File: src/rtl/alu_ctrl_stage.sv
// alu_ctrl_stage
// Decode-to-execute pipeline stage. It decodes ALUOp/funct into the 4-bit ALU
// operation code, selects the second operand, and registers the result across
// the ID/EX boundary with stall, flush and bubble handling. A saturating
// counter records accepted instructions that carry an unsupported R-type funct.
//
// Ports:
//   clk, reset           - clock; synchronous active-high reset
//   stall, flush         - hold ID/EX contents / load a bubble (flush wins)
//   id_valid             - ID stage holds a real instruction
//   id_aluop, id_funct   - main-control ALUOp and instruction bits [5:0]
//   id_alusrc            - 1 selects id_imm as the second operand
//   id_rs_data/rt_data   - register-file read data
//   id_imm               - sign-extended immediate
//   ex_valid             - EX holds a real instruction
//   ex_alucontrol        - ALU operation code
//   ex_in1, ex_in2       - ALU operands
//   ex_illegal           - EX instruction had an unsupported funct
//   illegal_cnt          - saturating count of accepted illegal instructions
module alu_ctrl_stage #(
    parameter int unsigned CNT_W = 8
) (
    input  logic             clk,
    input  logic             reset,
    input  logic             stall,
    input  logic             flush,
    input  logic             id_valid,
    input  logic [1:0]       id_aluop,
    input  logic [5:0]       id_funct,
    input  logic             id_alusrc,
    input  logic [31:0]      id_rs_data,
    input  logic [31:0]      id_rt_data,
    input  logic [31:0]      id_imm,
    output logic             ex_valid,
    output logic [3:0]       ex_alucontrol,
    output logic [31:0]      ex_in1,
    output logic [31:0]      ex_in2,
    output logic             ex_illegal,
    output logic [CNT_W-1:0] illegal_cnt
);

    typedef enum logic [3:0] {
        ALU_AND = 4'b0000,
        ALU_OR  = 4'b0001,
        ALU_ADD = 4'b0010,
        ALU_SUB = 4'b0110,
        ALU_SLT = 4'b0111
    } alu_op_e;

    localparam logic [CNT_W-1:0] CNT_MAX = '1;

    alu_op_e     dec_code;
    logic        dec_illegal;
    logic [31:0] sel_in2;
    logic        load_real;

    always_comb begin
        dec_code    = ALU_ADD;
        dec_illegal = 1'b0;
        unique case (id_aluop)
            2'b00: dec_code = ALU_ADD;
            2'b01: dec_code = ALU_SUB;
            2'b11: dec_code = ALU_AND;
            2'b10: begin
                case (id_funct)
                    6'b100000: dec_code = ALU_ADD;
                    6'b100010: dec_code = ALU_SUB;
                    6'b100100: dec_code = ALU_AND;
                    6'b100101: dec_code = ALU_OR;
                    6'b101010: dec_code = ALU_SLT;
                    default: begin
                        dec_code    = ALU_AND;
                        dec_illegal = 1'b1;
                    end
                endcase
            end
            default: dec_code = ALU_ADD;
        endcase
    end

    assign sel_in2   = id_alusrc ? id_imm : id_rt_data;
    // A real load is the only path that can count an illegal instruction.
    assign load_real = !flush && !stall && id_valid;

    always_ff @(posedge clk) begin
        if (reset) begin
            ex_valid      <= 1'b0;
            ex_alucontrol <= '0;
            ex_in1        <= '0;
            ex_in2        <= '0;
            ex_illegal    <= 1'b0;
            illegal_cnt   <= '0;
        end else begin
            if (flush || (!stall && !id_valid)) begin
                ex_valid      <= 1'b0;
                ex_alucontrol <= '0;
                ex_in1        <= '0;
                ex_in2        <= '0;
                ex_illegal    <= 1'b0;
            end else if (!stall) begin
                ex_valid      <= 1'b1;
                ex_alucontrol <= dec_code;
                ex_in1        <= id_rs_data;
                ex_in2        <= sel_in2;
                ex_illegal    <= dec_illegal;
            end
            if (load_real && dec_illegal && (illegal_cnt != CNT_MAX))
                illegal_cnt <= illegal_cnt + 1'b1;
        end
    end

endmodule
File: config.mk
export PLATFORM = sky130hd
export DESIGN_NAME = alu_ctrl_stage
export DESIGN_NICKNAME = d
export VERILOG_FILES = /design/src/rtl/alu_ctrl_stage.sv
export SDC_FILE = /design/constraint.sdc
export NUM_CORES = 1
export LEC_CHECK = 0
export ABC_AREA = 1
export BUFFER_PORTS_ARGS = -buffer_cell sky130_fd_sc_hd__buf_2
export CAP_MARGIN = 15
export CORE_MARGIN = 2
export CORE_UTILIZATION = 25
export CTS_CLUSTER_DIAMETER = 30
export DETAILED_ROUTE_END_ITERATION = 12
export PLACE_DENSITY_LB_ADDON = 0.25
export SYNTH_ARGS = -nofsm -noshare
export SYNTH_HDL_FRONTEND = slang
export SYNTH_SLANG_ARGS = --single-unit
File: constraint.sdc
create_clock -name clk -period 1.4 [get_ports clk]
set_input_delay 0.28 -clock clk [delete_from_list [all_inputs] [get_ports clk]]
set_output_delay 0.28 -clock clk [all_outputs]
set_load 0.02 [all_outputs]
# ---- Yosys cells after proc, flatten, opt, wreduce, memory -nomap -nowiden
# Index checks and enable logic that the tools add are counted.
dict set report word_totals {
  rom_bits 0
  inputBits 110
  ramBits 0
  n_memories 0
  regBits 78
  latch_bits 0
}
dict set report classes {
  mul 0
  muxes 5
  div_mod_pow 0
  order_cmp 0
  n_reduce_logical 12
  shift 0
  add_sub_neg 1
  bitwise_logic 0
  eq_ne 9
}
# operator n
set ops {}
lappend ops {{two-way mux 32 bit} 1}
lappend ops {{equality test 6 bit (second input constant)} 5}
lappend ops {{case mux 4 bit (4 select lines)} 1}
lappend ops {{case mux 3 bit (4 select lines)} 1}
lappend ops {{adder 8 x 1 -> 8 bit (second input constant)} 1}
lappend ops {{inequality test 8 bit (second input constant)} 1}
lappend ops {{logical AND 1 bit} 5}
lappend ops {{OR reduction 5 bit} 1}
lappend ops {{equality test 2 bit (second input constant)} 2}
lappend ops {{logical NOT 1 bit} 3}
lappend ops {{equality test 2 x 1 -> 1 bit (second input constant)} 1}
lappend ops {{logical NOT 2 bit} 1}
lappend ops {{two-way mux 1 bit} 2}
lappend ops {{OR reduction 2 bit} 1}
lappend ops {{logical OR 1 bit} 1}

# ---- Depth between registers and ports, before layout
dict set report logic_depth {
  word_depth 6
  ltp_mapped 10
  ltp_nobuf 10
}

# ---- Least setup slack after synthesis
# Ideal clock, no wire load.
dict set report synth_path {
  kind {reg2reg}
  start {register illegal_cnt[1]}
  end {register illegal_cnt[3]}
  arrival_time_ns 1.325
  t_required_ns 1.287
  path_buffers 0
  setup_ns 0.113
  path_slack_ns -0.038
  path_stages_with_launch 11
  cell_sequence {dfxtp_1 ha_1 nand2_1 inv_1 nand2_1 nor2_1 nor2_1 inv_1 nor2_1 nor2_1 nor2_1}
}
dict set report synth_via {
  elab_chain_cells 2
  elab_cells_between_ends 3
}
# element line
set synth_lines {}
lappend synth_lines {{from (decl)} 39} ;# output logic [CNT_W-1:0] illegal_cnt
lappend synth_lines {{from (signal assigned)} 108} ;# illegal_cnt <= illegal_cnt + 1'b1;
lappend synth_lines {{branches (longest 2 deep; another with adder 8 x 1 -> 8 bit)} -}
# Several ways; the timed one is not identified.
# A chain may end at the register's enable or synchronous reset.

# ---- Worst setup path after layout
dict set report layout_path {
  start {register illegal_cnt[0]}
  end {register illegal_cnt[3]}
}
# Same word-level chain as after synthesis.

==> qor.yml <==
setup_viol: 0
cts-root-buf: "clkbuf_16"
synth_edf_count: 0
postSynthAreaPerCell_sq_um: 6.84
synth_common_cells: "a21oi_1 (101), nand2_1 (94), dfxtp_1 (77), nor2_1 (67), inv_1 (58)"
r2r-start: "illegal_cnt[0]"
yosys.area.top_type_share_pct: 46.2
cts_made_buffers: 9
yosys_warnings: 0
final_util_pct: 36.9
core_sq_mm: 0.0131
finalClockSkew_ns: 0.00431
syn_nets: 599
slew_violations: 0
syn2layout_area_growth_pct: 45.0
clockBufferDepth: 2
cts.clk_slew.worst_paths_ns: 0.06
critPathCaptureType: "flop"
critPathArrivalTime_ns: 1.53
critPathMaxFanout: 4
grt_pass1_vias: 3531
grt_pass1_wl_mm: 15.9
timing.rr.end: "illegal_cnt[3]"
holdBufCountCts: 0
ys_top_cells_by_area: "dfxtp_1 (46%), a21oi_1 (15%), nand2_1 (11%)"
min_period_over_period_pct: 93.5
startpoint: "illegal_cnt[0]"
dpl.hpwl_mm: 7.31
start_util_pct: 25.4
synthCells: 488
viasPerCell: 4.36
use_met1_pct: 15.6
ys.flop_type: "dfxtp_1"
drt_pass1_iterations: 7
reg2reg_setup_slack_ns: 0.09
grtUsageTotal_pct: 13.8
layout-drive-gt1-share_pct: 33.8
ys_types: 21
cts_max_level: 3
min_period_ns: 1.31
antennaDiodeCount: 0
yosysMostFrequentCell: "a21oi_1"
drv_cap: 0
rows: 42
endpoint: "illegal_cnt[3]"
async_flop_share_pct: 0
gp_congestion: 0.804
min_path_type: "in2reg"
post-cts-setup-buffers: 0
run_status: "completed"
die_width_microns: 120
cts_tree: "done"
wl_per_cell_microns: 11.4
num_vias: 3716
netlist_area_sq_mm: 0.00334
cp_data_required_time_ns: 1.62
grt_busiest_layer: "met2"
antenna_found_initial: 0
grt_max_degree: 66
port_buffers: 186
setup_tns_ns: 0
drcViolationCount: 0
ys_ff_latch: 77
met3_usage_pct: 3.85
overflow: 0
timing_hold_violations_final: 0
die_area_sq_mm: 0.0143
ff2ff_path_depth: 10
cts_num_sinks: 77
use_met2_pct: 23.8
ir_worst_vdd_uv: 369
fmax_ghz: 0.764
die_y_microns: 120
cp-start-kind: "flop"
nets: 783
worstSkewPairLatency_ns: 0.33
rsz0062_at_grt: "yes"
synth_top_area_cell: "dfxtp_1"
powerDensity_mw_per_mm2: 1040
initialDrtViolationCount: 128
ys_seq_area_share_pct: 46.2
p_leak_nw: 2.48
boundaryPins: 188
routed_wl_mm: 9.72
crit_type: "reg2reg"
drtAntennaViolNets: 0
-- cells in the final DEF, fill, tap and decap left out --
master / n
buf_2: 186
a21oi_1: 101
nand2_1: 93
dfxtp_1: 74
nor2_1: 65
inv_1: 57
o21ai_0: 35
nand3_1: 10
clkbuf_16: 9
buf_4: 9
nand4_1: 7
buf_12: 6
inv_2: 3
nor2_2: 3
dfxtp_2: 3
clkbuf_1: 2
clkinv_2: 2
nor3_4: 1
nor2_4: 1
nand3_2: 1
nand2_2: 1
a31oi_1: 1
o22ai_1: 1
nor3_1: 1
ha_2: 1
conb_1: 1
clkinvlp_4: 1
inv_6: 1
clkinv_4: 1
-- stage by stage --
step / hold WS (ns) / power [mW] / instances / instance area (sq um) / setup slack, ns
after floorplan: 0.390 / 2.69 / 488 / 3340 / 0.0627
after global placement: 0.449 / 3.00 / 837 / 4560 / 0.0539
after detailed placement: 0.454 / 3.01 / 837 / 4560 / 0.0357
after CTS: 0.154 / 5.15 / 853 / 4830 / 0.0281
after global routing: 0.179 / 5.33 / 853 / 4840 / -0.00223
final: 0.171 / 5.04 / 853 / 4840 / 0.0916
-- report_power, final --
| group | switching (mW) | internal [mW] | total, mW |
|---|---|---|---|
| combinational | 0.388 | 0.284 | 0.672 |
| clock | 0.879 | 1.20 | 2.08 |
| sequential | 0.0291 | 2.26 | 2.28 |
| total | 1.30 | 3.74 | 5.04 |
-- what timing repair did --
item / CTS / global route
setup endpoints to repair: 1 / 7
pin swaps: 0 / 2
gates resized for setup: 1 / 6
endpoints found under the hold margin: 0 / 0
gates cloned: 0 / 0
-- cells by family (layout without fill, tap and decap cells) --
family | count (synthesis) | in the layout | synth area share, %
simple gates | 183 | 183 | 22.2
compound gates | 138 | 138 | 20.8
buf+inv | 88 | 277 | 10.4
flops | 77 | 77 | 46.2
fa+ha+maj | 1 | 1 | 0.375
other cells | 1 | 1 | 0.112
-- state kept, by name, indices dropped and copies added, names as in the netlist --
name and count:
ex_in1 32, ex_in2 32, illegal_cnt 8, ex_alucontrol 3, ex_illegal 1, ex_valid 1
-- worst max-delay path, cell delays in order (launching register included) --
cell and delay, ns:
dfxtp_2 0.33, ha_2 0.18, nand2_1 0.06, inv_2 0.09, nand2_2 0.07, nor2_2 0.13, nor2_1 0.09, inv_1 0.06
nor2_1 0.04, nor2_1 0.10, nor2_1 0.05
-- cell type report --
| class | count | area, sq um |
|---|---|---|
| fill | 1417 | 8290 |
| sequential | 77 | 1550 |
| multi-input combinational | 323 | 1470 |
| timing repair buffer | 201 | 1120 |
| clock buffer | 11 | 233 |
| inverter | 60 | 225 |
| tap | 176 | 220 |
| clock inverter | 5 | 35.0 |
-- worst min path at each step --
stage                     slack (ns)  depth (start not counted)          endpoint      startpoint
final                           0.17                          2  ex_alucontrol[1]     id_aluop[1]
after global routing            0.18                          3        ex_in1[15]  id_rs_data[15]
after CTS                       0.15                          2  ex_alucontrol[1]     id_aluop[1]
after detailed placement        0.45                          2        ex_in1[25]      ex_in1[25]
after global placement          0.45                          2        ex_in1[16]      ex_in1[16]
after floorplan                 0.39                          1  ex_alucontrol[1]     id_aluop[1]
-- per-layer routing --
layer	routed length [microns]	vias up	part of all wire, %
met3	729	16	7.5
li1	-	1932	-
met4	229	0	2.4
met2	4670	120	48
met1	4090	1648	42
met5	0	-	0
Note: power is estimated with default switching activity, not from simulation.
